## src/rtl/mac_acc_pkg.sv

```systemverilog
// Shared state encoding and default widths for the mac_acc output-stage accumulator.
package mac_acc_pkg;

    localparam int MAC_PROD_W = 20;
    localparam int MAC_ACC_W  = 28;
    localparam int MAC_OUT_W  = 24;

    typedef enum logic [1:0] {
        ACC_IDLE = 2'd0,
        ACC_RUN  = 2'd1,
        ACC_OUT  = 2'd2
    } acc_state_e;

endpackage

```

## src/rtl/mac_acc_sat.sv

```systemverilog
// Combinational ACC_W -> OUT_W reduction: clamp with flag under MAC_ACC_SAT_EN, plain wrap otherwise.
// Latency: 0 cycles (pure logic). Backpressure: none, no handshake on this path.
module mac_acc_sat #(
    parameter int ACC_W = 28,
    parameter int OUT_W = 24
) (
    input  logic [ACC_W-1:0] acc_i,
    output logic [OUT_W-1:0] dat_o,
    output logic             sat_o
);

`ifdef MAC_ACC_SAT_EN
    logic ovf;

    // The value fits only if every bit from the output sign bit upward matches.
    assign ovf = !((&acc_i[ACC_W-1:OUT_W-1]) || !(|acc_i[ACC_W-1:OUT_W-1]));

    always_comb begin
        dat_o = acc_i[OUT_W-1:0];
        sat_o = 1'b0;
        if (ovf) begin
            sat_o = 1'b1;
            dat_o = acc_i[ACC_W-1] ? {1'b1, {(OUT_W-1){1'b0}}} : {1'b0, {(OUT_W-1){1'b1}}};
        end
    end
`else
    logic unused_hi;

    assign unused_hi = ^acc_i[ACC_W-1:OUT_W];
    assign dat_o     = acc_i[OUT_W-1:0];
    assign sat_o     = 1'b0;
`endif

endmodule

```

## src/rtl/mac_acc.sv

```systemverilog
// Sums cfg_len signed products per group into one result; MAC_ACC_SAT_EN selects clamping output.
// Latency: result valid the cycle after the group's last beat. Backpressure: in_rdy follows out_rdy while a result is held.
module mac_acc
    import mac_acc_pkg::*;
#(
    parameter int IN_W  = MAC_PROD_W,
    parameter int CNT_W = 8,
    parameter int ACC_W = MAC_ACC_W,
    parameter int OUT_W = MAC_OUT_W
) (
    input  logic             clk,
    input  logic             rst_n,
    input  logic [CNT_W-1:0] cfg_len,
    input  logic             in_vld,
    output logic             in_rdy,
    input  logic [IN_W-1:0]  in_dat,
    output logic             out_vld,
    input  logic             out_rdy,
    output logic [OUT_W-1:0] out_dat,
    output logic             out_sat,
    output logic             busy
);

    acc_state_e       state_q, state_d;
    logic [ACC_W-1:0] acc_q, acc_d, sum;
    logic [CNT_W-1:0] cnt_q, cnt_d, len_q, len_d, len_eff;
    logic [OUT_W-1:0] out_dat_q, out_dat_d, fmt_dat;
    logic             out_sat_q, out_sat_d, fmt_sat;
    logic             beat, load;

    assign in_rdy  = (state_q == ACC_OUT) ? out_rdy : 1'b1;
    assign beat    = in_vld & in_rdy;
    assign out_vld = (state_q == ACC_OUT);
    assign busy    = (state_q != ACC_IDLE);
    assign out_dat = out_dat_q;
    assign out_sat = out_sat_q;
    assign len_eff = (cfg_len == '0) ? CNT_W'(1) : cfg_len;

    // Only a running group adds onto acc_q; any other beat starts a fresh sum.
    assign sum = ((state_q == ACC_RUN) ? acc_q : '0)
               + {{(ACC_W-IN_W){in_dat[IN_W-1]}}, in_dat};

    mac_acc_sat #(
        .ACC_W (ACC_W),
        .OUT_W (OUT_W)
    ) u_sat (
        .acc_i (sum),
        .dat_o (fmt_dat),
        .sat_o (fmt_sat)
    );

    always_comb begin
        state_d   = state_q;
        acc_d     = acc_q;
        cnt_d     = cnt_q;
        len_d     = len_q;
        out_dat_d = out_dat_q;
        out_sat_d = out_sat_q;
        load      = 1'b0;
        case (state_q)
            ACC_IDLE, ACC_OUT: begin
                if (state_q == ACC_OUT && out_rdy) state_d = ACC_IDLE;
                // A beat in OUT can only coincide with the result handshake.
                if (beat) begin
                    acc_d = sum;
                    cnt_d = CNT_W'(1);
                    len_d = len_eff;
                    if (len_eff == CNT_W'(1)) begin
                        load    = 1'b1;
                        state_d = ACC_OUT;
                    end else begin
                        state_d = ACC_RUN;
                    end
                end
            end
            ACC_RUN: begin
                if (beat) begin
                    acc_d = sum;
                    cnt_d = cnt_q + CNT_W'(1);
                    if (cnt_d == len_q) begin
                        load    = 1'b1;
                        state_d = ACC_OUT;
                    end
                end
            end
            default: state_d = ACC_IDLE;
        endcase
        if (load) begin
            out_dat_d = fmt_dat;
            out_sat_d = fmt_sat;
        end
    end

    always_ff @(posedge clk or negedge rst_n) begin
        if (!rst_n) begin
            state_q   <= ACC_IDLE;
            acc_q     <= '0;
            cnt_q     <= '0;
            len_q     <= '0;
            out_dat_q <= '0;
            out_sat_q <= 1'b0;
        end else begin
            state_q   <= state_d;
            acc_q     <= acc_d;
            cnt_q     <= cnt_d;
            len_q     <= len_d;
            out_dat_q <= out_dat_d;
            out_sat_q <= out_sat_d;
        end
    end

endmodule

```

## config.mk

```make
export PLATFORM = sky130hd
export DESIGN_NAME = mac_acc
export DESIGN_NICKNAME = d
export VERILOG_FILES = /design/src/rtl/mac_acc_pkg.sv /design/src/rtl/mac_acc_sat.sv /design/src/rtl/mac_acc.sv
export SDC_FILE = /design/constraint.sdc
export NUM_CORES = 1
export LEC_CHECK = 0
export CAP_MARGIN = 20
export CORE_ASPECT_RATIO = 1.5
export CORE_MARGIN = 10
export CORE_UTILIZATION = 50
export CTS_CLUSTER_DIAMETER = 50
export DETAILED_ROUTE_END_ITERATION = 10
export PLACE_DENSITY = 0.82
export SLEW_MARGIN = 10
export SYNTH_ARGS = -nofsm -noshare
export SYNTH_HDL_FRONTEND = slang
export SYNTH_SLANG_ARGS = --single-unit
```

## constraint.sdc

```tcl
create_clock -name clk -period 3.1 [get_ports clk]
set_input_delay 0.775 -clock clk [delete_from_list [all_inputs] [get_ports clk]]
set_output_delay 0.775 -clock clk [all_outputs]
set_load 0.05 [all_outputs]
```

==> results of run 1 <==
==> kinds of logic after synthesis <==
group | after synthesis | share of synthesized area [%]
adder cells (fa/ha/maj) | 25 | 7.459
multiplexers | 42 | 10.90
buffers and inverters | 32 | 3.467
AO/OA/AOI/OAI | 109 | 15.88
flip-flops | 66 | 38.46
XOR/XNOR | 29 | 5.915
AND/OR/NAND/NOR | 146 | 17.83
other | 1 | 0.08733
==> report_power, final <==
part	leakage (nW)	switching [mW]	internal, mW
clock network	0.159	0.405	0.727
registers	0.813	0.234	1.21
logic	1.68	2.17	1.92
total	2.65	2.81	3.85
==> timing repair <==
| item | CTS | global route |
|---|---|---|
| buffers inserted | 1 | 2 |
| pin swaps | 3 | 13 |
| gates resized for setup | 5 | 37 |
| endpoints found under the setup margin | 13 | 21 |
| gates cloned | 0 | 0 |
==> worst paths after layout <==
check / startpoint / to / slack (ns)
setup / recovery: state_q[0]$_DFFE_PN0P_ / out_dat[23]$_DFFE_PN0P_ / 0.08
min in group asynchronous: rst_n / cnt_q[4]$_DFFE_PN0P_ / 0.48
hold reg to reg: acc_q[1]$_DFFE_PN0P_ / acc_q[1]$_DFFE_PN0P_ / 0.47
max in group asynchronous: rst_n / acc_q[17]$_DFFE_PN0P_ / 1.97
setup reg to reg: state_q[0]$_DFFE_PN0P_ / out_dat[23]$_DFFE_PN0P_ / 0.08
hold / removal: acc_q[1]$_DFFE_PN0P_ / acc_q[1]$_DFFE_PN0P_ / 0.47
==> metal layers <==
| layer | wire length, um | track usage (%) | up-vias |
|---|---|---|---|
| met2 | 6681 | 34.44 | 97 |
| li1 | - | - | 1832 |
| met4 | 318 | 10.36 | 0 |
| met5 | 0 | 0 | - |
| met3 | 589 | 3.881 | 24 |
| met1 | 4486 | 19.71 | 1878 |
==> worst max-delay path: stages, from the launching register on <==
cell and delay, ns:
dfrtp_1 0.38, nor2b_4 0.13, buf_6 0.13, buf_8 0.15, and2_1 0.16, ha_1 0.35
a21oi_1 0.25, o21ai_1 0.18, a221oi_2 0.32, o31ai_2 0.13, xor2_1 0.18, buf_4 0.16
xnor2_1 0.11, mux2_2 0.26
==> cells in the final DEF, fill, tap and decap left out, types with 3 or more instances in the layout <==
master,count
dfrtp_1,66
nand2_1,60
buf_4,58
clkdlybuf4s50_1,55
o21ai_0,32
and2_1,26
a21oi_1,26
mux2_2,21
ha_1,18
mux2_1,16
xnor2_1,15
xor2_1,14
inv_1,13
nor2_1,13
clkbuf_16,9
nand3_1,6
a21oi_2,5
a31oi_1,5
o31ai_1,5
ha_4,5
a21o_1,4
mux2i_1,4
or2_2,3
nand3_2,3
nand2b_1,3
nor3_1,3
nor3b_1,3
o22ai_1,3
and3_1,3
buf_12,3
==> area by class of cell <==
type / count / area, um^2 / share of cell area [%]
well taps: 107 / 133.9 / 2.256
repair buffers: 120 / 1090 / 18.37
clock inverters: 6 / 90.09 / 1.518
multi-input cells: 352 / 2676 / 45.11
clock buffers: 10 / 239.0 / 4.028
flip-flops and latches: 66 / 1652 / 27.84
inverters: 14 / 52.55 / 0.8857
==> flip-flops by register name (all words and copies together) (netlist names) <==
| signal | flops |
|---|---|
| state_q | 2 |
| acc_q | 24 |
| len_q | 8 |
| cnt_q | 8 |
| out_dat | 24 |
==> cells in the mapped netlist, types with 2 or more instances <==
| library cell | count | area (um^2) |
|---|---|---|
| xnor2_1 | 15 | 131.4 |
| a31oi_1 | 5 | 31.28 |
| nand2b_1 | 3 | 18.77 |
| clkbuf_1 | 11 | 41.29 |
| o21bai_1 | 2 | 15.01 |
| nor3_1 | 5 | 25.02 |
| dfrtp_1 | 66 | 1652 |
| nor4_1 | 2 | 12.51 |
| or2_2 | 3 | 18.77 |
| o31ai_1 | 6 | 45.04 |
| a21o_1 | 4 | 30.03 |
| nor2_1 | 13 | 48.80 |
| buf_6 | 3 | 33.78 |
| o21ai_0 | 36 | 180.2 |
| nand3_2 | 2 | 20.02 |
| nor3b_1 | 3 | 22.52 |
| a21oi_1 | 31 | 155.2 |
| ha_1 | 24 | 300.3 |
| nand2_1 | 61 | 229.0 |
| xor2_1 | 14 | 122.6 |
| nor2b_1 | 2 | 12.51 |
| nor4b_1 | 2 | 17.52 |
| mux2i_1 | 4 | 40.04 |
| o22ai_1 | 3 | 18.77 |
| mux2_2 | 22 | 247.7 |
| and2_1 | 27 | 168.9 |
| and3_1 | 3 | 18.77 |
| mux2_1 | 16 | 180.2 |
| nand3_1 | 7 | 35.03 |
| a211oi_1 | 4 | 30.03 |
| o21a_1 | 2 | 15.01 |
| inv_1 | 13 | 48.80 |
| and4_1 | 2 | 17.52 |
==> impl_results.md, run 1 <==
- Syn avg cell area: 9.542 um^2
- Final Cycle Share: 97.51%
- Rel. slew slack: between 50 and 60%
- CTS root buf: clkbuf_16
- Final worst slack: roughly 0.077 ns
- DRC: 0
- CP Launch Type: register
- Layout cells sized above 1: 25.18%
- Vias in the first global route: between 4000 and 5000
- Global-route wire length before repair: 19390 um
- Yosys reg bits: 66
- Clock Tree Buf Depth: 2
- Hold_buf cts: 0
- R2r worst-path depth: 13
- Clock sink count: 66
- # nets final: 620
- P&R area growth vs syn: 38.17%
- WP data required: 3.32 ns
- Routed WL: 12080 um
- Synth warn: 0
- Tot GR Track Use: 19.14%
- Row cnt: 41
- Largest net degree at the start of global routing: 37
- Slew Viols, Final: 0
- Top FF cell, synth: dfrtp_1
- CTS H-tree lvls: 3
- Die area: around 13000 um^2
- Layout Utilization: roughly 71%
- Final hold vios: 0
- Vias per inst: ~5.7
- DR vias: around 3800
- Critical path type: reg2reg
- Hold slack final: ~0.47 ns
- Synth Instances: 450
- Total grt overflow: 0
- Die H: 133.5 um
- Max Clk Rate: between 0.3 and 0.4 GHz
- Final TNS setup: 0 ns
- Initial antenna violation count: 0
- RSZ-0062 raised after global routing: no
- Power Total: 6.666 mW
- Number of setup violations in the final report: 0
- Dpl cell area: ~5400 um^2
- Final design area excluding fillers: 5933 um^2
- Starting Density: 51.04%
- Hpwl dp: just under 9000 um
- Worst hold path depth: 2
- IO Count: 60
- # port buffers: 58
- Final min period: 3.023 ns
- CP max FO: 16
- Worst Skew: approximately 0.0085 ns
- CTS buffer count: 9
- CTS tree: built
- Detailed Route Iter0 Violations: between 200 and 250
- Worst Tran Pin Value: roughly 0.71 ns
- Synthesized Nets: between 500 and 600
- Leakage: about 2.7 nW
- Post-Synthesis Cell Area: ~4300 um^2
- Register area share after synthesis: ~38%
- Hold crit path type: reg2reg
- ANT cells: 0
- Layout Cells excl Fill: between 600 and 700
- Max-cap viol count: 0
- Post-synthesis async set-or-reset flop share: 100.0%
- Pwr Density: between 1000 and 1500 nW/um^2
- Clock latency on the worst-skew pair: ~0.34 ns
- Inst Count DP: between 600 and 700
- Final ANT Viol Nets: 0
- CP arrival: approximately 3.2 ns
- Worst Setup End Kind: register
- CTS clk-pin slew, worst paths: 0.06 ns
- TritonRoute pass-1 iters: 4
- Synth unique cells: between 60 and 70
- Maximum VDD drop: between 0.0006 and 0.0007 V
- Die W: between 90 and 100 um
- Status: finished, final reports clean
- Number of flops mapped to enable cells by yosys: 0
- Fillers: roughly 630
- Routed len/inst: 17.89 um
- RePlAce Congestion: 0.8553
- Placeable Area: about 8400 um^2
- Setup slack at placement: -0.4662 ns
Note: power is estimated with default switching activity, not from simulation.
==> run 2, diff against run 1 <==
Settings changed: REMOVE_ABC_BUFFERS from default to 1.
==> run 2 against run 1 <==
Against the previous run: cell area down 2.2%; cell count is 0.59% lower; worst setup slack improved by 0.0075 ns; wire length decreased by 4.8%; clock skew is 0.0047 ns lower.
==> impl_results.md, run 2 (synthesis gave the netlist of run 1 again) <==
- Status: finished, final reports clean
- Placeable Area: 8413 um^2 (unchanged)
- Final hold vios: 0 (unchanged)
- Detailed Route Iter0 Violations: 146 (-33%)
- Leakage: 2.592 nW (-2.2%)
- Rel. slew slack: 53.23% (+0.72 points)
- Clock latency on the worst-skew pair: 0.34 ns (about the same)
- Initial antenna violation count: 0 (unchanged)
- CTS H-tree lvls: 3 (unchanged)
- Fillers: 647 (+3.5%)
- Number of setup violations in the final report: 0 (unchanged)
- Multi-input gate area: 2603 um^2 (-2.8%)
- Final min period: 3.015 ns (-0.007454 ns)
- P&R area growth vs syn: 35.11%
- Most frequent cells in the layout: 66 x dfrtp_1, 61 x nand2_1, 56 x clkdlybuf4s50_1
- Hold crit path type: reg2reg
- Die area: 12770 um^2 (unchanged)
- Critical path type: in2reg
- Routed WL: 11500 um (-4.8%)
- Starting Density: 51.04% (unchanged)
- Inst Count DP: 653 (-0.46%)
- Final ANT Viol Nets: 0 (unchanged)
- Clock Tree Buf Depth: 2 (unchanged)
- TritonRoute pass-1 iters: 4 (unchanged)
- # nets final: 616 (-0.65%)
- Slew Viols, Final: 0 (unchanged)
- CTS buffer count: 9 (unchanged)
- Layout Cells excl Fill: 671 (-0.59%)
- Final TNS setup: 0 ns (unchanged)
- CP arrival: 3.23 ns (about the same)
- Vias per inst: 5.586 (-1.6%)
- Layout Utilization: 68.96% (-1.6 points)
- Routed len/inst: 17.14 um (-4.2%)
- CP Launch Type: input pin
- Row cnt: 41 (unchanged)
- Total grt overflow: 0 (unchanged)
- DRC: 0 (unchanged)
- CTS tree: built
- Max Clk Rate: 0.3316 GHz (+0.25%)
- WP data required: 3.32 ns (about the same)
- CTS clk-pin slew, worst paths: 0.05 ns (about the same)
- Layout cells sized above 1: 22.34% (-2.8 points)
- Worst Setup End Kind: register
- Clock sink count: 66 (unchanged)
- CP cell instances: clkdlybuf4s50_1 -> ha_1 -> fa_2 -> a21oi_2 -> o21ai_1 -> a22o_4 -> o31a_1 -> a311oi_2 -> xnor2_1 -> mux2_2
- Worst Skew: 0.003789 ns (-0.004674 ns)
- Commonest non-fill, non-tap cell in the layout: dfrtp_1
- Final Cycle Share: 97.27% (-0.24 points)
- Hpwl dp: 8527 um (-2.7%)
- Maximum VDD drop: 0.0007559 V (+12%)
- Global-route wire length before repair: 18690 um (-3.6%)
- Vias in the first global route: 3909 (-4.3%)
- Pwr Density: 1107 nW/um^2 (-1.5%)
- RePlAce Congestion: 0.9336 (+9.2%)
- Max-cap viol count: 0 (unchanged)
- DR vias: 3748 (-2.2%)
- Die W: 95.67 um (unchanged)
- IO Count: 60 (unchanged)
- CP max FO: 4 (-12)
- Largest net degree at the start of global routing: 39 (+5.4%)
- Max stage delay cell, worst path: clkdlybuf4s50_1
- Worst Tran Pin Value: 0.7015 ns (-0.01087 ns)
- # port buffers: 58 (unchanged)
- ANT cells: 0 (unchanged)
- Die H: 133.5 um (unchanged)
- Register area: 1652 um^2 (unchanged)
- Tot GR Track Use: 18.41% (-0.72 points)
- Slowest Stage Delay on Critical Path: 0.41 ns (+0.03 ns)
- CTS root buf: clkbuf_16
-- run 2: cell types whose count changed in the layout (fill, tap and decap cells not counted), sizes merged --
cell / before / now
clkbuf: 10 / 11
clkdlybuf4s50: 55 / 56
dlymetal6s2s: 1 / 0
buf: 64 / 60
clkinvlp: 1 / 0
-- run 2: routing by layer --
layer | global-route usage, % | share of wire [%]
met3 | 4.781 | 5.2
met5 | 0 | 0
met2 | 32.48 | 53
met4 | 6.826 | 1.8
met1 | 20.24 | 40
-- run 2: where the power goes --
group	internal, mW	switching [mW]
clock network	0.702	0.366
registers	1.21	0.221
logic	1.82	2.10
total	3.73	2.69
-- run 2: worst paths after layout --
check	from	end	slack, ns	cells past startpoint
max in group asynchronous	rst_n	acc_q[12]$_DFFE_PN0P_	1.97	2
setup reg to reg	state_q[0]$_DFFE_PN0P_	acc_q[18]$_DFFE_PN0P_	0.09	12
hold / removal	acc_q[0]$_DFFE_PN0P_	acc_q[0]$_DFFE_PN0P_	0.47	2
min in group asynchronous	rst_n	len_q[0]$_DFFE_PN0P_	0.48	1
setup / recovery	in_dat[0]	acc_q[18]$_DFFE_PN0P_	0.08	10
hold reg to reg	acc_q[0]$_DFFE_PN0P_	acc_q[0]$_DFFE_PN0P_	0.47	2
-- run 2: area by class of cell --
class | instances | area share [%]
inverters | 14 | 0.9058
multi-input cells | 352 | 44.86
clock inverters | 5 | 1.359
repair buffers | 116 | 18.09
flip-flops and latches | 66 | 28.47
well taps | 107 | 2.308
clock buffers | 11 | 4.011
-- run 2: worst max-delay path: cells and delay by family --
family | cells | cell delay, ns
AOI/OAI and AO/OA | 5 | 1.10
muxes | 1 | 0.27
xor gates and xnor gates | 1 | 0.10
buffers and inverters | 1 | 0.41
adders and majority gates | 2 | 0.58
-- run 2: per-stage QoR --
step / hold slack (ns) / total power, mW / setup slack (ns) / cell area (um^2)
6_report: 0.4663 / 6.421 / 0.08471 / 5802
5_1_grt: 0.4965 / 6.891 / -0.01492 / 5802
4_1_cts: 0.4683 / 6.247 / 0.001711 / 5674
3_5_place_dp: 0.4548 / 5.130 / -0.3943 / 5363
3_3_place_gp: 0.4513 / 4.976 / -0.3620 / 5363
2_1_floorplan: 0.4374 / 3.845 / -0.1588 / 4198
-- run 2: what timing repair did --
item,4_1_cts,5_1_grt
hold buffers,0,0
buffers inserted,0,2
pin swaps,1,8
setup endpoints to repair,3,17
gates cloned,0,0
gates resized for setup,0,21
==> run 3, diff against run 2 <==
Settings changed: DONT_BUFFER_PORTS from default to 1, PLACE_DENSITY 0.82 to 0.73.
==> run 3 against run 2 <==
Against the previous run: cell count fell by 13%; first-iteration DRC count rose by 8.2%; critical path type is now reg2reg; count of clock-buffer cells in the layout rose by 1; clock skew rose by 0.0037 ns; largest cell class unchanged; register-to-register slack improved by 0.03 ns; fmax rose by 1.2%.
==> impl_results.md, run 3 (synthesis gave the netlist of run 1 again) <==
- Worst Setup End Kind: register
- CP max FO: 10 (+6)
- Largest net degree at the start of global routing: 67 (+72%)
- Number of setup violations in the final report: 0 (unchanged)
- TritonRoute pass-1 iters: 4 (unchanged)
- Clock Tree Buf Depth: 2 (unchanged)
- Starting Density: 51.04% (unchanged)
- Final hold vios: 0 (unchanged)
- DR vias: 3418 (-8.8%)
- Placeable Area: 8413 um^2 (unchanged)
- Final Cycle Share: 96.07% (-1.2 points)
- Inst Count DP: 564 (-14%)
- Final TNS setup: 0 ns (unchanged)
- Power Total: 5.790 mW (-9.8%)
- Fillers: 729 (+13%)
- Commonest non-fill, non-tap cell in the layout: dfrtp_1
- Clock latency on the worst-skew pair: 0.34 ns (about the same)
- Hold crit path type: in2async
- Slack of the worst reg-to-reg path: 0.12 ns (+0.03 ns)
- Maximum VDD drop: 0.0005528 V (-27%)
- ANT cells: 0 (unchanged)
- Die area: 12770 um^2 (unchanged)
- Row cnt: 41 (unchanged)
- Total grt overflow: 0 (unchanged)
- Worst Skew: 0.007491 ns (+0.003703 ns)
- RePlAce Congestion: 0.9224 (-1.2%)
- Max Clk Rate: 0.3358 GHz (+1.2%)
- Layout Cells excl Fill: 584 (-13%)
- Hold slack final: 0.1300 ns (-0.3363 ns)
- Final min period: 2.978 ns (-0.03716 ns)
- Global-route wire length before repair: 17480 um (-6.5%)
- IO Count: 60 (unchanged)
- # nets final: 530 (-14%)
- P&R area growth vs syn: 15.71%
- CTS tree: built
- Final worst slack: 0.1219 ns (+0.03716 ns)
- Initial antenna violation count: 0 (unchanged)
- Hpwl dp: 7927 um (-7.0%)
- CTS H-tree lvls: 3 (unchanged)
- Vias in the first global route: 3479 (-11%)
- Routed len/inst: 18.44 um (+7.6%)
- Routed WL: 10770 um (-6.3%)
- Rel. slew slack: 62.64% (+9.4 points)
- R2R Path End: acc_q[18]$_DFFE_PN0P_
- Worst r2r src: state_q[1]$_DFFE_PN0P_
- Clock sink count: 66 (unchanged)
- Max-cap viol count: 0 (unchanged)
- Most frequent cells in the layout: 65 x dfrtp_1, 61 x nand2_1, 33 x o21ai_0
- # port buffers: 0 (-100%)
- Tot GR Track Use: 17.42% (-1.0 points)
- Setup slack at placement: -0.05289 ns (+0.3414 ns)
- Final ANT Viol Nets: 0 (unchanged)
- CTS root buf: clkbuf_16
- Critical path type: reg2reg
- R2r worst-path depth: 11 (-1)
- Crit path to: acc_q[18]$_DFFE_PN0P_
- CTS clk-pin slew, worst paths: 0.06 ns (about the same)
- Leakage: 2.222 nW (-14%)
- Vias per inst: 5.853 (+4.8%)
- Die H: 133.5 um (unchanged)
- CP Launch Type: register
- Layout cells sized above 1: 20.13% (-2.2 points)
- CP arrival: 3.19 ns (-0.04 ns)
- Detailed Route Iter0 Violations: 158 (+8.2%)
- Status: finished, final reports clean
- Pwr Density: 1165 nW/um^2 (+5.3%)
- Crit. Startpoint: state_q[1]$_DFFE_PN0P_
- Worst Tran Pin Value: 0.5587 ns (-0.1428 ns)
- Die W: 95.67 um (unchanged)
- Slew Viols, Final: 0 (unchanged)
- CTS buffer count: 9 (unchanged)
- WP data required: 3.31 ns (about the same)
- DRC: 0 (unchanged)
## run 3: worst max-delay path, stage by stage, from the launching register on
cell      delay [ns]
dfrtp_2         0.45
nor2b_4         0.23
buf_12          0.16
and2_1          0.13
ha_2            0.31
and4_4          0.20
and2_4          0.16
a22o_1          0.23
o31a_1          0.34
a311oi_2        0.23
xnor2_1         0.13
mux2_2          0.28
## run 3: metal layers
layer | vias up | share of wire (%) | global-route usage (%)
li1 | 1651 | - | -
met1 | 1667 | 38 | 18.19
met2 | 79 | 53 | 30.32
met3 | 21 | 6.3 | 5.737
met4 | 0 | 2.5 | 7.813
met5 | - | 0 | 0
## run 3: repair_timing
item / 4_1_cts / 5_1_grt
endpoints found under the setup margin: 7 / 15
buffers inserted: 0 / 4
gates cloned: 0 / 2
pin swaps: 2 / 7
hold buffers: 0 / 0
resized for setup: 4 / 19
## run 3: worst min path at each step
stage	slack, ns	end	cells after the start	start
2_1_floorplan	0.44	acc_q[0]$_DFFE_PN0P_	2	acc_q[0]$_DFFE_PN0P_
3_3_place_gp	0.45	acc_q[7]$_DFFE_PN0P_	2	acc_q[7]$_DFFE_PN0P_
3_5_place_dp	0.46	acc_q[7]$_DFFE_PN0P_	2	acc_q[7]$_DFFE_PN0P_
4_1_cts	0.12	len_q[1]$_DFFE_PN0P_	0	rst_n
5_1_grt	0.12	len_q[1]$_DFFE_PN0P_	0	rst_n
6_report	0.13	len_q[1]$_DFFE_PN0P_	0	rst_n
## run 3: per-stage QoR
stage	area, um^2	utilization (%)
after floorplan	4198	-
after global placement	4532	53.87
after detailed placement	4532	53.87
after CTS	4838	57.51
after global routing	4969	59.06
final	4969	59.06
## run 3: layout make-up
cell class	instances	area, um^2	area share (%)
inverters	14	52.55	1.058
clock buffers	12	246.5	4.961
multi-input cells	353	2595	52.23
clock inverters	3	40.04	0.8058
repair buffers	29	247.7	4.986
flip-flops and latches	66	1653	33.27
well taps	107	133.9	2.695
## run 3: power breakdown
group,total (mW),leakage (nW),switching (mW),internal (mW)
clock network,0.994,0.142,0.357,0.637
logic,3.01,1.27,1.58,1.43
registers,1.79,0.811,0.583,1.21
total,5.79,2.22,2.52,3.27
